--- config.mk ---
export PLATFORM = sky130hd
export DESIGN_NAME = counter_overflow_multi
export DESIGN_NICKNAME = d
export VERILOG_FILES = /design/src/rtl/counter_overflow_multi_pkg.sv /design/src/rtl/counter_overflow_ch.sv /design/src/rtl/counter_overflow_multi.sv
export SDC_FILE = /design/constraint.sdc
export NUM_CORES = 1
export LEC_CHECK = 0
export CORE_UTILIZATION = 50
export CTS_BUF_LIST = sky130_fd_sc_hd__clkbuf_16
export CTS_CLUSTER_SIZE = 24
export DETAILED_ROUTE_END_ITERATION = 12
export PLACE_DENSITY = 0.91
export SYNTH_ARGS = -nofsm -noshare
export SYNTH_HDL_FRONTEND = slang
export SYNTH_SLANG_ARGS = --single-unit
--- constraint.sdc ---
create_clock -name i_CLK -period 4.9 [get_ports i_CLK]
set_input_delay 0.49 -clock i_CLK [delete_from_list [all_inputs] [get_ports i_CLK]]
set_output_delay 0.49 -clock i_CLK [all_outputs]
set_load 0.02 [all_outputs]
--- src/rtl/counter_overflow_multi_pkg.sv ---
// Shared constants for the multi-channel limit counter: mode encodings and
// the per-channel state type.
package counter_overflow_multi_pkg;

   localparam logic MODE_ONESHOT = 1'b0;
   localparam logic MODE_RELOAD  = 1'b1;

   typedef enum logic {
      ST_RUN  = 1'b0,
      ST_HALT = 1'b1
   } ch_state_t;

endpackage

--- src/rtl/counter_overflow_ch.sv ---
// One limit-counter channel: RUN/HALT FSM, up-counter, pulse and sticky flag.
//
// state   | meaning
// --------+----------------------------------------------------------
// ST_RUN  | counting enabled cycles toward the limit
// ST_HALT | one-shot limit reached; count frozen until CLR or reset
module counter_overflow_ch
   import counter_overflow_multi_pkg::*;
#(
   parameter int COUNTER_BITS = 32
) (
   input  logic                    i_CLK,
   input  logic                    i_RST_N,
   input  logic                    i_EN,
   input  logic                    i_CLR,
   input  logic                    i_MODE,
   input  logic [COUNTER_BITS-1:0] i_LIM,
   input  logic                    i_ACK,
   output logic [COUNTER_BITS-1:0] o_COUNT,
   output logic                    o_PULSE,
   output logic                    o_OVERFLOW,
   output logic                    o_DONE
);

   ch_state_t               state_q, state_d;
   logic [COUNTER_BITS-1:0] count_q, count_d;
   logic                    pulse_q, pulse_d;
   logic                    ovf_q, ovf_d;
   logic [COUNTER_BITS-1:0] count_inc;
   logic                    active;
   logic                    hit;

   assign count_inc = count_q + {{(COUNTER_BITS-1){1'b0}}, 1'b1};
   assign active    = (state_q == ST_RUN) && i_EN && (i_LIM != '0);
   // >= rather than == so a limit lowered below the count still fires
   assign hit       = active && (count_inc >= i_LIM);

   always_ff @(posedge i_CLK or negedge i_RST_N) begin
      if (!i_RST_N) begin
         state_q <= ST_RUN;
         count_q <= '0;
         pulse_q <= 1'b0;
         ovf_q   <= 1'b0;
      end else begin
         state_q <= state_d;
         count_q <= count_d;
         pulse_q <= pulse_d;
         ovf_q   <= ovf_d;
      end
   end

   always_comb begin
      state_d = state_q;
      count_d = count_q;
      pulse_d = 1'b0;
      ovf_d   = i_ACK ? 1'b0 : ovf_q;
      if (i_CLR) begin
         state_d = ST_RUN;
         count_d = '0;
      end else if (hit) begin
         pulse_d = 1'b1;
         ovf_d   = 1'b1;
         if (i_MODE == MODE_RELOAD) begin
            count_d = '0;
         end else begin
            count_d = i_LIM;
            state_d = ST_HALT;
         end
      end else if (active) begin
         count_d = count_inc;
      end
   end

   assign o_COUNT    = count_q;
   assign o_PULSE    = pulse_q;
   assign o_OVERFLOW = ovf_q;
   assign o_DONE     = (state_q == ST_HALT);

endmodule

--- src/rtl/counter_overflow_multi.sv ---
// CH independent limit counters with a combined overflow interrupt.
module counter_overflow_multi
   import counter_overflow_multi_pkg::*;
#(
   parameter int CH           = 4,
   parameter int COUNTER_BITS = 32
) (
   input  logic                       i_CLK,
   input  logic                       i_RST_N,
   input  logic [CH-1:0]              i_EN,
   input  logic [CH-1:0]              i_CLR,
   input  logic [CH-1:0]              i_MODE,
   input  logic [CH*COUNTER_BITS-1:0] i_LIM,
   input  logic [CH-1:0]              i_ACK,
   output logic [CH*COUNTER_BITS-1:0] o_COUNT,
   output logic [CH-1:0]              o_PULSE,
   output logic [CH-1:0]              o_OVERFLOW,
   output logic [CH-1:0]              o_DONE,
   output logic                       o_IRQ
);

   for (genvar k = 0; k < CH; k++) begin : g_ch
      counter_overflow_ch #(
         .COUNTER_BITS(COUNTER_BITS)
      ) u_ch (
         .i_CLK      (i_CLK),
         .i_RST_N    (i_RST_N),
         .i_EN       (i_EN[k]),
         .i_CLR      (i_CLR[k]),
         .i_MODE     (i_MODE[k]),
         .i_LIM      (i_LIM[k*COUNTER_BITS +: COUNTER_BITS]),
         .i_ACK      (i_ACK[k]),
         .o_COUNT    (o_COUNT[k*COUNTER_BITS +: COUNTER_BITS]),
         .o_PULSE    (o_PULSE[k]),
         .o_OVERFLOW (o_OVERFLOW[k]),
         .o_DONE     (o_DONE[k])
      );
   end

   assign o_IRQ = |o_OVERFLOW;

endmodule

==> results of run 1 <==
==> cells in the mapped netlist, types with 17 or more instances <==
library cell / count
buf_2: 17
and3_1: 31
xor2_1: 34
nor4_1: 47
ha_1: 132
xnor2_1: 82
dfrtp_1: 140
clkbuf_1: 38
nor2_1: 81
a21oi_1: 59
o21ai_1: 34
o21ai_0: 23
nand4_1: 52
a22oi_1: 35
nand3_1: 81
inv_1: 157
nand2_1: 207
nor3_1: 18
mux2i_1: 25
and2_1: 28
a221o_1: 34
==> critical path: stages (launching register included) <==
cell     delay (ns)
dfrtp_1        0.46
and3_1         0.27
and3_1         0.34
and4_1         0.38
nand4_1        0.31
nor2_1         0.22
xor2_1         0.10
ha_1           0.34
nand4_1        0.17
nor4_1         0.50
nand4_1        0.19
a31oi_2        0.19
o211a_2        0.62
and2_1         0.24
a221o_1        0.12
==> cells in the final DEF, fill, tap and decap left out, types with 31 or more instances in the layout <==
cell type,instances
nand4_1,52
nand2_1,207
inv_1,159
xnor2_1,82
nor2_1,80
dfrtp_1,140
a21oi_1,59
xor2_1,34
and3_1,31
ha_1,132
clkdlybuf4s50_1,285
nor4_1,47
a22oi_1,35
nand3_1,81
a221o_1,34
o21ai_1,34
==> logic make-up after synthesis <==
group | count (synthesis)
simple gates | 628
compound gates | 282
buf+inv | 229
flops | 140
fa+ha+maj | 132
xor+xnor | 116
mux | 25
==> sequential cells by signal, summed over array words and instances, names as in the netlist <==
| register | cells |
|---|---|
| g_ch.u_ch.o_DONE | 4 |
| g_ch.u_ch.o_COUNT | 128 |
| g_ch.u_ch.o_OVERFLOW | 4 |
| g_ch.u_ch.o_PULSE | 4 |
==> layer usage <==
| layer | share of wire [%] | GRT usage (%) |
|---|---|---|
| met2 | 47 | 51.3 |
| met4 | 2.9 | 13.2 |
| met3 | 10 | 6.79 |
| met5 | 0 | 0 |
| met1 | 40 | 40.0 |
==> power by group <==
group	switching, mW	internal [mW]
Sequential	0.0104	1.16
Combinational	0.239	0.194
Clock	0.556	0.749
Total	0.805	2.10
==> cell type report <==
| type | instances | area, sq um |
|---|---|---|
| clock buffer | 17 | 425 |
| clock inverter | 14 | 145 |
| fill | 1946 | 8170 |
| inverter | 157 | 589 |
| multi-input combinational | 1183 | 8140 |
| sequential | 140 | 3500 |
| tap | 324 | 405 |
| timing repair buffer | 312 | 3080 |
==> worst max path at each step <==
stage / depth (start not counted) / slack, ns / from / endpoint
2_1_floorplan: 15 / 0.93 / g_ch[2].u_ch.o_COUNT[0]$_DFFE_PN0P_ / g_ch[2].u_ch.o_COUNT[11]$_DFFE_PN0P_
3_3_place_gp: 14 / 0.60 / g_ch[1].u_ch.o_COUNT[3]$_DFFE_PN0P_ / g_ch[1].u_ch.o_COUNT[17]$_DFFE_PN0P_
3_5_place_dp: 14 / 0.41 / g_ch[2].u_ch.o_COUNT[2]$_DFFE_PN0P_ / g_ch[2].u_ch.o_COUNT[4]$_DFFE_PN0P_
4_1_cts: 14 / 0.39 / g_ch[2].u_ch.o_COUNT[2]$_DFFE_PN0P_ / g_ch[2].u_ch.o_COUNT[4]$_DFFE_PN0P_
5_1_grt: 15 / 0.03 / g_ch[2].u_ch.o_COUNT[0]$_DFFE_PN0P_ / g_ch[2].u_ch.o_COUNT[6]$_DFFE_PN0P_
6_report: 14 / 0.37 / g_ch[0].u_ch.o_COUNT[3]$_DFFE_PN0P_ / g_ch[0].u_ch.o_COUNT[23]$_DFFE_PN0P_
==> metrics by stage <==
| step | cells | cell area (sq um) |
|---|---|---|
| after detailed placement | 2116 | 15700 |
| after global placement | 2116 | 15700 |
| after floorplan | 1552 | 12600 |
| after global routing | 2147 | 16300 |
| final | 2147 | 16300 |
| after CTS | 2147 | 16300 |
==> metrics.md, run 1 <==
| Metric | Value |
|---|---|
| Status | finished, final reports clean |
| Critical path arrival | 4.89 ns |
| Final Hold Vio Count | 0 |
| Leak | 7.59 nW |
| Setup Viol. Count Final | 0 |
| Detailed Route Iter0 Violations | 1121 |
| Post-synthesis compound-gate area fraction | 15.9% |
| XOR/XNOR Fraction of Synth Area | 8.08% |
| Post-Synth Adder-Cell Area | 13.1% |
| Hold buffers post-CTS | 0 |
| Largest cells by area after synthesis | dfrtp_1 (28%), ha_1 (13%), nand2_1 (6.2%) |
| CTS buffer count | 17 |
| Grt ovf | 0 |
| Clock tree buffer depth | 2 |
| Routed WL | 40400 um |
| Die Y | 161 um |
| Ys async rst share | 100% |
| Buffers on Ports | 286 |
| Synth cell types | 69 |
| CP Launch Type | flip-flop |
| Cell area power density | 179 mW/mm^2 |
| # resized after CTS | 0 |
| Maximum clock rate | 0.221 GHz |
| R2r startpoint | g_ch[0].u_ch.o_COUNT[3]$_DFFE_PN0P_ |
| Layout Nets | 2089 |
| Syn-to-layout area delta | 29.6% |
| Antenna violations before repair | 0 |
| Crit end category | flip-flop |
| Root buf cell | clkbuf_16 |
| Drt wl/cell | 18.8 um |
| Clk_skew | 0.0167 ns |
| Final Util | 66.6% |
| Tot Pwr | 2.91 mW |
| Post-Synthesis Cells | 1552 |
| Seq/Total Area, Yosys | 27.9% |
| Largest net degree at the start of global routing | 102 |
| Postcts setup bufs | 0 |
| Hold WC Path Type | in2async |
| RSZ-0062 raised after global routing | false |
| Register bit count reported by yosys | 140 |
| Fin crit period | 4.53 ns |
| Synth warnings | 0 |
| TritonCTS clock tree | done |
| Hpwl dp | 30400 um |
| R2R Setup Slk | 0.37 ns |
| Mapped Area | 0.0126 sq mm |
| Mux contribution to synthesized area | 1.99% |
| Die width | 161 um |
| Via count | 13137 |
| Vias in the first global route | 13176 |
| Slew Limit Fails | 0 |
| Core Rows | 57 |
| Simple-gate share of the synthesized area | 25.5% |
| Global Route Usage Sum | 31.4% |
| Initial Utilization | 51.4% |
| Reg2Reg Depth | 14 |
| Setup WS pre-CTS | 0.412 ns |
| TritonRoute pass-1 iters | 8 |
| CTS clk-pin slew, worst paths | 0.07 ns |
| Hold_ws | 0.203 ns |
| Post-Syn Nets | 1830 |
| Layout cells sized above 1 | 4.22% |
| Slew HR | 31.8% |
| H-tree Lvls | 4 |
| Slew @ Worst Pin | 1.02 ns |
| Main synth FF type | dfrtp_1 |
| Io pins | 287 |
| Diode count | 0 |
| Routability cong. | 0.960 |
| Via-per-instance ratio | 6.12 |
| Max IR drop VDD | 0.000149 V |
| Worst Path Max Fanout | 29 |
| DIE AREA | 0.0258 sq mm |
| Worst Slack Setup Final | 0.372 ns |
| Fin crit share | 92.4% |
| Routed Antenna Nets | 0 |
| # clock sinks | 140 |
| Combinational family with the most area after synthesis | simple AND/OR/NAND/NOR gates |
| First-pass GRT wire length | 65900 um |
| DRC Markers | 0 |
| Worst EP required | 5.26 ns |
| Share of Yosys cell area claimed by the top area cell type | 27.9% |
| Cell taking the most area after synthesis | dfrtp_1 |
| Avg Cell Area, Syn | 8.10 sq um |
| Core area | 0.0245 sq mm |
| Worst r2r dst | g_ch[0].u_ch.o_COUNT[23]$_DFFE_PN0P_ |
| Max Cap Violations | 0 |
| CP Class | reg2reg |
| Post-synth EDFFs | 0 |
| Clk_lat worst skew | 0.43 ns |
| Setup_tns | 0 ns |
(Power assumes the default switching activity.)
==> run 2: changes to the inputs <==
--- a/config.mk
+++ b/config.mk
@@ -9,7 +9,7 @@
 export CTS_BUF_LIST = sky130_fd_sc_hd__clkbuf_16
 export CTS_CLUSTER_SIZE = 24
 export DETAILED_ROUTE_END_ITERATION = 12
-export PLACE_DENSITY = 0.91
+export PLACE_DENSITY = 0.8
 export SYNTH_ARGS = -nofsm -noshare
 export SYNTH_HDL_FRONTEND = slang
 export SYNTH_SLANG_ARGS = --single-unit
==> metrics.md, run 2 (synthesis results as in run 1) <==
| Metric | Value |
|---|---|
| DIE AREA | 0.0258 sq mm (unchanged) |
| Via-per-instance ratio | 6.00 (-1.9%) |
| Worst EP required | 5.21 ns (-0.05 ns) |
| Via count | 12891 (-1.9%) |
| Buffers on Ports | 286 (unchanged) |
| Core Rows | 57 (unchanged) |
| Final Util | 66.5% (-0.077 points) |
| DRC Markers | 0 (unchanged) |
| Cell mode on critical path | nand4_1 |
| Setup_tns | 0 ns (unchanged) |
| Status | finished, final reports clean |
| Setup Viol. Count Final | 0 (unchanged) |
| CP max stage delay | 0.53 ns (-0.09 ns) |
| Clk_lat worst skew | 0.44 ns (about the same) |
| Vias in the first global route | 12534 (-4.9%) |
| TritonRoute pass-1 iters | 5 (-3) |
| Fin crit share | 91.9% (-0.47 points) |
| CP Class | reg2reg |
| Leading cell type in the layout, fill and taps excluded | clkdlybuf4s50_1 |
| Routed WL | 38700 um (-4.1%) |
| Largest register FFs | 128 (unchanged) |
| Slew Limit Fails | 0 (unchanged) |
| Die width | 161 um (unchanged) |
| Syn-to-layout area delta | 29.4% |
| Cell area power density | 178 mW/mm^2 (-0.30%) |
| Final Hold Vio Count | 0 (unchanged) |
| Antenna violations before repair | 0 (unchanged) |
| Detailed Route Iter0 Violations | 930 (-17%) |
| # fillers | 2030 (+4.3%) |
| Max Cap Violations | 0 (unchanged) |
| # clock sinks | 140 (unchanged) |
| Io pins | 287 (unchanged) |
| CTS buffer count | 17 (unchanged) |
| Diode count | 0 (unchanged) |
| CP max stage cell | nor4_1 |
| Slew HR | 31.9% (+0.10 points) |
| Global Route Usage Sum | 30.3% (-1.1 points) |
| Fin crit period | 4.51 ns (-0.0231 ns) |
| Layout Nets | 2089 (unchanged) |
| Routed Antenna Nets | 0 (unchanged) |
| Max IR drop VDD | 0.000159 V (+6.5%) |
| Routability cong. | 0.955 (-0.46%) |
| Clock tree buffer depth | 2 (unchanged) |
| TritonCTS clock tree | done |
| H-tree Lvls | 4 (unchanged) |
| Drt wl/cell | 18.0 um (-4.1%) |
| Hpwl dp | 29500 um (-3.0%) |
| Initial Utilization | 51.4% (unchanged) |
| Slew @ Worst Pin | 1.02 ns (-0.00152 ns) |
| Worst Slack Setup Final | 0.395 ns (+0.0231 ns) |
| First-pass GRT wire length | 63000 um (-4.3%) |
| Layout cells sized above 1 | 4.22% (about the same) |
| CTS clk-pin slew, worst paths | 0.07 ns (about the same) |
| Critical path arrival | 4.81 ns (-0.08 ns) |
| Hold WC Path Type | in2async |
| Commonest cells after routing, fill and taps aside | clkdlybuf4s50_1 (285), nand2_1 (207), inv_1 (159) |
| Storage element area | 0.00350 sq mm (unchanged) |
| RSZ-0062 raised after global routing | false |
| Setup WS pre-CTS | 0.414 ns (+0.00221 ns) |
| Grt ovf | 0 (unchanged) |
| Leak | 7.60 nW (+0.21%) |
| Maximum clock rate | 0.222 GHz (+0.51%) |
| Crit. Startpoint | g_ch[0].u_ch.o_COUNT[3]$_DFFE_PN0P_ |
| R2r startpoint | g_ch[0].u_ch.o_COUNT[3]$_DFFE_PN0P_ |
| Clk_skew | 0.0184 ns (+0.00171 ns) |
| Core area | 0.0245 sq mm (unchanged) |
| Root buf cell | clkbuf_16 |
| CP Cell Sequence | and3_1 > and3_1 > and4_1 > nand4_1 > nor2_1 > xor2_1 > ha_1 > nand4_1 > nor4_1 > nand4_1 > a31oi_2 > buf_4 > or3_1 > o21ai_0 > a221o_1 |
| Hold buffers post-CTS | 0 (unchanged) |
| CP Launch Type | flip-flop |
| Die Y | 161 um (unchanged) |
| Crit end category | flip-flop |
| Multi-input gate area | 0.00814 sq mm (about the same) |
| Worst Path Max Fanout | 12 (-59%) |
| Largest net degree at the start of global routing | 103 (+0.98%) |
[run 2: cell count changes in the layout (fill, tap and decap cells not counted), moves of 2 or more]
cell / change
clkinv_2: +2
clkinv_4: +2
buf_12: -2
buf_4: +2
clkinvlp_4: -4
[run 2: path summary, 6_finish.rpt]
path                            slack (ns)  cells after the start                                    to
worst min-delay path                  0.19                      1  g_ch[1].u_ch.o_COUNT[18]$_DFFE_PN0P_
min in group i_CLK                    0.51                      1     g_ch[3].u_ch.o_OVERFLOW$_DFF_PN0_
worst max-delay path                  0.39                     15   g_ch[0].u_ch.o_COUNT[3]$_DFFE_PN0P_
max in group asynchronous             3.58                      2  g_ch[2].u_ch.o_COUNT[11]$_DFFE_PN0P_
worst min register to register        0.51                      1     g_ch[3].u_ch.o_OVERFLOW$_DFF_PN0_
worst max register to register        0.39                     15   g_ch[0].u_ch.o_COUNT[3]$_DFFE_PN0P_
[run 2: report_power, final]
part           leakage [nW]  switching [mW]  internal [mW]  total, mW
Clock                 0.288           0.550          0.749       1.30
Combinational          5.36           0.232          0.192      0.425
Sequential             1.95          0.0115           1.16       1.17
[run 2: worst max-delay path: cells and delay by family, from the launching register on]
family                     cells  cell delay, ns
AOI/OAI and AO/OA              3            0.67
xor gates and xnor gates       1            0.10
adders and majority gates      1            0.31
buffers and inverters          1            0.22
DFF                            1            0.48
and+or+nand+nor                9            2.60
[run 2: what timing repair did]
item,CTS,global route
endpoints found under the setup margin,0,13
resized for setup,0,1
buffers inserted,0,0
[run 2: layout make-up]
cell class              instances  share of cell area [%]
repair buffers                312                    18.8
flip-flops and latches        140                    21.5
multi-input cells            1183                    50.0
clock buffers                  17                    2.61
well taps                     324                    2.49
clock inverters                15                   0.900
inverters                     157                    3.62
[run 2: metal layers]
metal / GRT usage [%] / vias up / wire length [um]
met5: 0 / - / 0
met4: 10.5 / 0 / 918
met3: 5.89 / 85 / 3320
met2: 49.4 / 599 / 17900
met1: 39.9 / 6117 / 16600
li1: - / 6090 / -
[run 2: per-stage QoR]
step	cell area [sq um]	power [mW]	instances	hold slack [ns]
2_1_floorplan	12600	1.36	1552	0.194
3_3_place_gp	15700	1.60	2116	0.486
3_5_place_dp	15700	1.61	2116	0.488
4_1_cts	16300	2.91	2148	0.228
5_1_grt	16300	3.01	2148	0.266
6_report	16300	2.90	2148	0.187
==> run 3: changes to the inputs <==
--- a/config.mk
+++ b/config.mk
@@ -5,11 +5,12 @@
 export SDC_FILE = /design/constraint.sdc
 export NUM_CORES = 1
 export LEC_CHECK = 0
-export CORE_UTILIZATION = 50
+export CORE_UTILIZATION = 52
 export CTS_BUF_LIST = sky130_fd_sc_hd__clkbuf_16
 export CTS_CLUSTER_SIZE = 24
 export DETAILED_ROUTE_END_ITERATION = 12
-export PLACE_DENSITY = 0.8
+export GPL_TIMING_DRIVEN = 0
+export PLACE_DENSITY = 0.82
 export SYNTH_ARGS = -nofsm -noshare
 export SYNTH_HDL_FRONTEND = slang
 export SYNTH_SLANG_ARGS = --single-unit
==> metrics.md, run 3 (synthesis results as in run 1) <==
| Metric | Value |
|---|---|
| Slew HR | 24.5% (-7.4 points) |
| Final Hold Vio Count | 0 (unchanged) |
| Hold_ws | 0.0784 ns (-0.109 ns) |
| CP Launch Type | flip-flop |
| Setup Viol. Count Final | 0 (unchanged) |
| CP max stage cell | dfrtp_1 |
| Buffers on Ports | 284 (-0.70%) |
| Global Route Usage Sum | 32.4% (+2.1 points) |
| Die width | 157 um (-1.9%) |
| H-tree Lvls | 4 (unchanged) |
| DRC Markers | 0 (unchanged) |
| Layout cells sized above 1 | 4.87% (+0.65 points) |
| Largest net degree at the start of global routing | 73 (-29%) |
| TritonRoute pass-1 iters | 5 (unchanged) |
| CP Class | reg2reg |
| Layout Nets | 2137 (+2.3%) |
| CP max stage delay | 0.53 ns (about the same) |
| Diode count | 0 (unchanged) |
| Leak | 7.77 nW (+2.2%) |
| Setup_tns | 0 ns (unchanged) |
| Maximum clock rate | 0.216 GHz (-2.7%) |
| Critical path arrival | 5.00 ns (+0.19 ns) |
| Syn-to-layout area delta | 31.1% |
| Hpwl dp | 30900 um (+4.9%) |
| Reg2Reg Depth | 15 (unchanged) |
| Routed Antenna Nets | 0 (unchanged) |
| Fin crit period | 4.63 ns (+0.123 ns) |
| Antenna violations before repair | 1 (+1) |
| Max IR drop VDD | 0.000166 V (+4.5%) |
| Grt ovf | 0 (unchanged) |
| Routability cong. | 0.990 (+3.6%) |
| Clk_lat worst skew | 0.43 ns (about the same) |
| Leading cell type in the layout, fill and taps excluded | clkdlybuf4s50_1 |
| Hold buffers post-CTS | 0 (unchanged) |
| Via count | 13184 (+2.3%) |
| Crit end category | flip-flop |
| Routed WL | 40300 um (+4.1%) |
| First-pass GRT wire length | 63200 um (+0.36%) |
| Worst Path Max Fanout | 10 (-2) |
| CTS clk-pin slew, worst paths | 0.07 ns (about the same) |
| Fin crit share | 94.5% (+2.5 points) |
| Worst EP required | 5.27 ns (+0.06 ns) |
| Die Y | 157 um (-1.9%) |
| Final Util | 69.8% (+3.3 points) |
| Crit. Startpoint | g_ch[2].u_ch.o_COUNT[2]$_DFFE_PN0P_ |
| Hold WC Path Type | in2async |
| Core Rows | 56 (-1.8%) |
| CP Cell Sequence | nand3_1 > nor3_2 > nand2_1 > nor4_4 > nand3_1 > xnor2_1 > ha_1 > nand4_1 > nor3_1 > a221oi_1 > nand2_1 > a211oi_4 > clkbuf_2 > nor3b_1 > a221o_1 |
| Max Cap Violations | 0 (unchanged) |
| Clock tree buffer depth | 2 (unchanged) |
| TritonCTS clock tree | done |
| Detailed Route Iter0 Violations | 1063 (+14%) |
| Tot Pwr | 2.79 mW (-3.6%) |
| Worst Setup EP | g_ch[2].u_ch.o_COUNT[23]$_DFFE_PN0P_ |
| Slew @ Worst Pin | 1.12 ns (+0.102 ns) |
| R2R Setup Slk | 0.27 ns (-0.12 ns) |
| Cell area power density | 170 mW/mm^2 (-4.8%) |
| Core area | 0.0236 sq mm (-3.5%) |
| Initial Utilization | 53.2% (+1.8 points) |
| Slew Limit Fails | 0 (unchanged) |
| Largest register FFs | 128 (unchanged) |
| Commonest cells after routing, fill and taps aside | clkdlybuf4s50_1 (283), nand2_1 (206), inv_1 (160) |
| Drt wl/cell | 18.4 um (+2.2%) |
| # fillers | 1909 (-6.0%) |
| Via-per-instance ratio | 6.03 (+0.40%) |
| Clk_skew | 0.0166 ns (-0.00183 ns) |
| DIE AREA | 0.0248 sq mm (-3.8%) |
| R2r startpoint | g_ch[2].u_ch.o_COUNT[2]$_DFFE_PN0P_ |
| Root buf cell | clkbuf_16 |
| Vias in the first global route | 12674 (+1.1%) |
| CTS buffer count | 17 (unchanged) |
| # clock sinks | 140 (unchanged) |
| Status | finished, final reports clean |
| Worst r2r dst | g_ch[2].u_ch.o_COUNT[23]$_DFFE_PN0P_ |
| Io pins | 287 (unchanged) |
[run 3: final cells by class]
cell class	count	area, sq um	share of cell area, %
clock buffers	17	425	2.58
clock inverters	12	87.6	0.532
inverters	157	589	3.58
repair buffers	288	2890	17.6
flip-flops and latches	140	3500	21.3
multi-input cells	1183	8210	49.8
plain buffers	72	367	2.22
well taps	319	399	2.42
[run 3: how the worst min path moves through the flow]
stage / endpoint / slack, ns / cells after the start
floorplan: g_ch[0].u_ch.o_COUNT[0]$_DFFE_PN0P_ / 0.19 / 0
global placement: g_ch[0].u_ch.o_DONE$_DFFE_PN0P_ / 0.49 / 1
detailed placement: g_ch[2].u_ch.o_DONE$_DFFE_PN0P_ / 0.50 / 1
CTS: g_ch[1].u_ch.o_COUNT[14]$_DFFE_PN0P_ / 0.11 / 1
global route: g_ch[1].u_ch.o_COUNT[14]$_DFFE_PN0P_ / 0.13 / 1
finish: g_ch[1].u_ch.o_COUNT[14]$_DFFE_PN0P_ / 0.08 / 1
[run 3: routing by layer]
| metal | wire length [um] | track usage, % | up-vias | part of all wire [%] |
|---|---|---|---|---|
| li1 | - | - | 6195 | - |
| met5 | 13 | 0 | - | 0.032 |
| met4 | 1120 | 13.1 | 2 | 2.8 |
| met2 | 19300 | 54.3 | 638 | 48 |
| met1 | 16600 | 41.0 | 6254 | 41 |
| met3 | 3320 | 5.73 | 95 | 8.2 |
[run 3: worst max-delay path, delay by kind of cell (launching register included)]
family | cells | cell delay [ns]
DFF | 1 | 0.53
xor gates and xnor gates | 1 | 0.23
AOI/OAI and AO/OA | 3 | 0.86
adders and majority gates | 1 | 0.29
and+or+nand+nor | 9 | 2.31
buffers and inverters | 1 | 0.34
[run 3: power breakdown]
part           internal (mW)  total (mW)  switching (mW)
clock                  0.677        1.19           0.515
sequential              1.16        1.17          0.0128
combinational          0.190       0.426           0.235
[run 3: repair_timing]
item	CTS	global route
gates resized for setup	2	23
setup endpoints to repair	10	104
endpoints found under the hold margin	0	0
pin swaps	0	3
buffers inserted	0	3
[run 3: through the flow]
| step | cells | area, sq um | worst slack [ns] |
|---|---|---|---|
| 2_1_floorplan | 1552 | 12600 | 0.934 |
| 3_3_place_gp | 2155 | 15800 | -2.86 |
| 3_5_place_dp | 2156 | 15800 | -0.102 |
| 4_1_cts | 2185 | 16400 | 0.0926 |
| 5_1_grt | 2188 | 16500 | -0.0589 |
| 6_report | 2188 | 16500 | 0.272 |
